### config.mk
export PLATFORM = sky130hd
export DESIGN_NAME = lfsr_gen
export DESIGN_NICKNAME = d
export VERILOG_FILES = /design/src/rtl/lfsr_gen.sv
export SDC_FILE = /design/constraint.sdc
export NUM_CORES = 1
export LEC_CHECK = 0
export CAP_MARGIN = 20
export CORE_UTILIZATION = 44
export DETAILED_ROUTE_END_ITERATION = 8
export PLACE_DENSITY = 0.67
export REMOVE_ABC_BUFFERS = 1
export SYNTH_ARGS = -nofsm -noshare
export SYNTH_HDL_FRONTEND = slang
export SYNTH_SLANG_ARGS = --single-unit
### constraint.sdc
create_clock -name clk -period 5.1 [get_ports clk]
set_clock_uncertainty 0.1 [all_clocks]
set_input_delay 1.02 -clock clk [delete_from_list [all_inputs] [get_ports clk]]
set_output_delay 1.02 -clock clk [all_outputs]
set_load 0.005 [all_outputs]
### src/rtl/lfsr_gen.sv
// lfsr_gen
// Parametrised pseudo-random sequence generator with run-time selection of
// Fibonacci or Galois form, seed load, step enable, all-zero lockup guard and
// on-chip period measurement.
//
// Ports:
//   clk        rising-edge clock
//   rst_n      asynchronous active-low reset
//   en         advance the state one step this cycle
//   load       load seed_in this cycle (priority over en)
//   seed_in    value to load (zero is replaced by SEED)
//   mode       0 = Fibonacci, 1 = Galois
//   rnd        current state (registered)
//   rnd_valid  one-cycle pulse: rnd changed on the last edge
//   lockup     one-cycle pulse: an all-zero state/seed was replaced by SEED
//   wrap       one-cycle pulse: a step returned the state to its start value
//   period     last measured sequence period in steps
module lfsr_gen #(
  parameter int               WIDTH    = 8,
  parameter logic [WIDTH-1:0] FIB_TAPS = 8'hB8,
  parameter logic [WIDTH-1:0] GAL_TAPS = 8'h1D,
  parameter logic [WIDTH-1:0] SEED     = 8'h01
) (
  input  logic             clk,
  input  logic             rst_n,
  input  logic             en,
  input  logic             load,
  input  logic [WIDTH-1:0] seed_in,
  input  logic             mode,
  output logic [WIDTH-1:0] rnd,
  output logic             rnd_valid,
  output logic             lockup,
  output logic             wrap,
  output logic [WIDTH-1:0] period
);

  // Value the current sequence is measured against, steps taken since that
  // value was captured, and the mode used by the previous edge.
  logic [WIDTH-1:0] start;
  logic [WIDTH-1:0] count;
  logic             mode_q;

  logic             fib_fb;
  logic [WIDTH-1:0] fib_next;
  logic [WIDTH-1:0] gal_next;
  logic [WIDTH-1:0] step_next;
  logic             mode_chg;
  logic [WIDTH-1:0] eff_start;
  logic [WIDTH-1:0] eff_count;
  logic [WIDTH-1:0] count_inc;

  // Both successor states are always computed; the mode input present at the
  // edge picks which one a step uses, so a mode switch takes effect on the
  // very edge where it is first seen.
  assign fib_fb    = ^(rnd & FIB_TAPS);
  assign fib_next  = {rnd[WIDTH-2:0], fib_fb};
  assign gal_next  = {rnd[WIDTH-2:0], 1'b0} ^ (rnd[WIDTH-1] ? GAL_TAPS : '0);
  assign step_next = mode ? gal_next : fib_next;

  // A mode change restarts period measurement from the pre-step state. When a
  // step happens on the same edge, it is measured against that fresh start
  // with a zero count, so the wrap lands exactly one full period later.
  assign mode_chg  = (mode != mode_q);
  assign eff_start = mode_chg ? rnd : start;
  assign eff_count = mode_chg ? '0 : count;

  // The step counter sticks at all-ones instead of rolling over, so a
  // sequence longer than the counter can represent reports the maximum.
  assign count_inc = (eff_count == '1) ? eff_count : eff_count + WIDTH'(1);

  // Single state register block. Pulses default low every edge so each one
  // lasts exactly the cycle after its cause. Priority is load, then the
  // all-zero guard, then mode change and step. A load does not touch mode_q;
  // any pending mode change is picked up on the following edge, which only
  // re-captures start from the freshly loaded value.
  always_ff @(posedge clk or negedge rst_n) begin
    if (!rst_n) begin
      rnd       <= SEED;
      start     <= SEED;
      count     <= '0;
      period    <= '0;
      mode_q    <= 1'b0;
      rnd_valid <= 1'b0;
      lockup    <= 1'b0;
      wrap      <= 1'b0;
    end else begin
      rnd_valid <= 1'b0;
      lockup    <= 1'b0;
      wrap      <= 1'b0;
      if (load) begin
        if (seed_in == '0) begin
          rnd    <= SEED;
          start  <= SEED;
          lockup <= 1'b1;
        end else begin
          rnd   <= seed_in;
          start <= seed_in;
        end
        count     <= '0;
        rnd_valid <= 1'b1;
      end else if (rnd == '0) begin
        rnd       <= SEED;
        start     <= SEED;
        count     <= '0;
        lockup    <= 1'b1;
        rnd_valid <= 1'b1;
      end else begin
        if (mode_chg) begin
          mode_q <= mode;
        end
        if (en) begin
          rnd       <= step_next;
          rnd_valid <= 1'b1;
          start     <= eff_start;
          if (step_next == eff_start) begin
            wrap   <= 1'b1;
            period <= count_inc;
            count  <= '0;
          end else begin
            count <= count_inc;
          end
        end else if (mode_chg) begin
          start <= rnd;
          count <= '0;
        end
      end
    end
  end

endmodule

==> flow_summary.ini <==
[grt]
antenna_found_initial = 0
grt_max_degree = 37
grt_pass1_wl_um = 8900
grt_util_all_layers_pct = 22.4
overflow = 0
grt_pass1_vias = 1727

[power_and_ir_drop]
p_seq_share_pct = 44.1
peakVddDrop_mv = 0.175
p_int_w = 0.000545
p_leak_nw = 1.14
p_sw_w = 0.000236
p_per_area_nw_per_um2 = 298
clkPwrFrac_pct = 32.4
swShare_pct = 30.2
combPwrFrac_pct = 23.4

[critical_path]
cp-start-kind = input pin
slowest_stage = mux2_2
reg2reg_from = mode_q
rrSetupSlack_ps = 2070
criticalPathCategory = input pin to register
cpMostUsedCell = buf_4
arrival_ps = 3840
ff2ff_path_depth = 8
slowest_delay_ps = 400
crit_chain = clkdlybuf4s50_1 -> buf_4 -> xnor2_1 -> buf_4 -> and2_1 -> ha_1 -> nand3_1 -> nor2_1 -> mux2_2 -> mux2_4
cp_max_fo = 18
r2r-end = period[1]
cp.required_ps = 5180
critPathCaptureType = register

[synth]
synth_top_area_share_pct = 39.3
yosys_warnings = 0
synthCells = 219
synth-seq-cells = 36
synthFlopType = dfrtp_1
yosysSeqAreaShare_pct = 41.7
yosys.area.top_type = dfrtp_1
synth_edf_count = 0
synthTopCellsByArea = dfrtp_1 39%, mux2_4 5.5%, xor2_1 4.4%
synthArstFlopShare_pct = 100
synth_area_um2 = 2170
netlist-cell-type-count = 50
avgSynthCellArea_um2 = 9.90

[sta]
grt_setup_unrepaired = false
slew_viol_final = 0
worst_pin_slew_ps = 1010
whs_ps = 418
fmax_mhz = 266
slew_headroom_pct = 32.5
setup-violations-final = 0
hold_viol = 0
finalCritPeriodShare_pct = 73.6
period_needed_ps = 3760
fin_setup_tns_ps = 0

[floorplan]
fp.coreArea_um2 = 4720
io_pins = 32
die_w_um = 72.2
dieArea_um2 = 5210
initial_core_util_pct = 45.9
num_rows = 25
die_h_um = 72.2

[clock_tree]
clock_latency_ps = 290
cts_made_buffers = 5
cts_setup_buffers = 0
cts_htree_levels = 2
cts_resized = 0
max-clock-path-buffers = 2
clock-sinks = 36
cts_tree = done
hold_buffers = 0
clk_pin_slew_worst_paths_ps = 80
clockRootBuffer = clkbuf_8

[final_layout]
n_antenna_cell = 0
syn_to_final_growth_pct = 21.0
drive_gt1_share_pct = 12.0
nets = 263

[placed_design]
port_buffers = 31
dp_hpwl_um = 3540
routabilityCongestion = 0.823

[drt]
totalWireLength_um = 5100
first_pass_iters = 4
drc_errors = 0
wl_per_cell_um = 16.1
drt-initial-drc-count = 153
vias = 1797
viasPerCell = 5.69
ant_nets = 0

[outcome]
run_status = finished clean

[hold_path]
hp-class = register to register
whs_path_depth = 1
holdCritStartpoint = period[4]
holdPathEnd = period[4]

[run]
drv_cap = 0
[cell usage after synthesis (8+ instances only)]
| master | count |
|---|---|
| dfrtp_1 | 34 |
| a21oi_1 | 16 |
| nor2_1 | 16 |
| nand2_1 | 15 |
| o21ai_0 | 13 |
| a31oi_1 | 11 |
| xor2_1 | 11 |
| a32o_1 | 8 |
| mux2_4 | 8 |
[power by group through the flow]
stage / sequential [W] / clock (W) / combinational (W)
2_1_floorplan: 0.000341 / 0 / 0.000114
6_report: 0.000345 / 0.000253 / 0.000183
3_3_place_gp: 0.000350 / 0 / 0.000179
4_1_cts: 0.000345 / 0.000258 / 0.000183
3_5_place_dp: 0.000350 / 0 / 0.000182
5_1_grt: 0.000350 / 0.000270 / 0.000202
[per-stage QoR]
step           instance area (um^2)  power (W)  instances  util (%)  setup WS [ps]
2_1_floorplan                  2110   0.000455        208         -           1330
3_3_place_gp                   2510   0.000529        308      53.2           1130
3_5_place_dp                   2510   0.000531        308      53.2           1060
4_1_cts                        2620   0.000786        316      55.5           1350
5_1_grt                        2620   0.000822        316      55.5           1190
6_report                       2620   0.000781        316      55.5           1340
[sequential cells by signal, indices dropped and copies added (netlist names)]
name and cells:
rnd_valid 1, period 8, rnd 8, start 8, wrap 1, lockup 1
count 8, mode_q 1
[how the worst max path moves through the flow]
| stage | startpoint | to | cells past startpoint |
|---|---|---|---|
| 3_3_place_gp | mode | period[1] | 10 |
| 5_1_grt | mode | period[3] | 9 |
| 4_1_cts | mode | period[3] | 9 |
| 6_report | mode | period[1] | 10 |
| 3_5_place_dp | mode | period[3] | 9 |
| 2_1_floorplan | mode | period[1] | 7 |
[logic make-up after synthesis]
kind of cell / count (synthesis) / share of synthesized area, %
AND/OR/NAND/NOR: 71 / 18.7
adder cells (fa/ha/maj): 2 / 1.15
flip-flops: 36 / 41.7
buffers and inverters: 18 / 4.10
AO/OA/AOI/OAI: 62 / 18.8
multiplexers: 15 / 8.89
XOR/XNOR: 15 / 6.70
[routing by layer]
layer,GRT usage (%),routed length (um)
met5,0,0
met4,6.97,85
met1,33.0,2530
met3,4.31,197
met2,33.3,2280
[cell type report]
type / instances / area [um^2]
Inverter: 7 / 28.8
Fill cell: 447 / 2100
Clock inverter: 3 / 42.5
Multi-Input combinational cell: 165 / 1170
Sequential cell: 36 / 903
Timing Repair Buffer: 33 / 320
Clock buffer: 5 / 68.8
Tap cell: 67 / 83.8
[cell usage in the layout, fill, tap and decap left out, types with 2 or more instances in the layout]
cell / count
and3_1: 4
xor2_1: 11
mux2i_1: 5
a211oi_1: 2
nor2_1: 16
a21oi_1: 16
and2_1: 3
mux2_4: 8
clkdlybuf4s50_1: 30
a21o_1: 3
nand2_1: 15
nor4_1: 4
ha_1: 2
dfstp_2: 2
nand2b_1: 5
a32o_1: 8
o2111ai_1: 2
buf_4: 2
a31oi_1: 11
o21ai_0: 13
nand4_1: 3
xnor2_1: 3
dfrtp_1: 34
clkbuf_8: 5
nand3_1: 4
nor3b_1: 2
mux2_2: 2
nor3_1: 4
inv_1: 5
nand3b_1: 3
[critical path: cells and delay by family]
family	cells	cell delay, ps
adder cells (fa/ha/maj)	1	300
AND/OR/NAND/NOR	3	630
buffers and inverters	3	870
multiplexers	2	660
XOR/XNOR	1	340
Power figures use the tool's default switching activity.
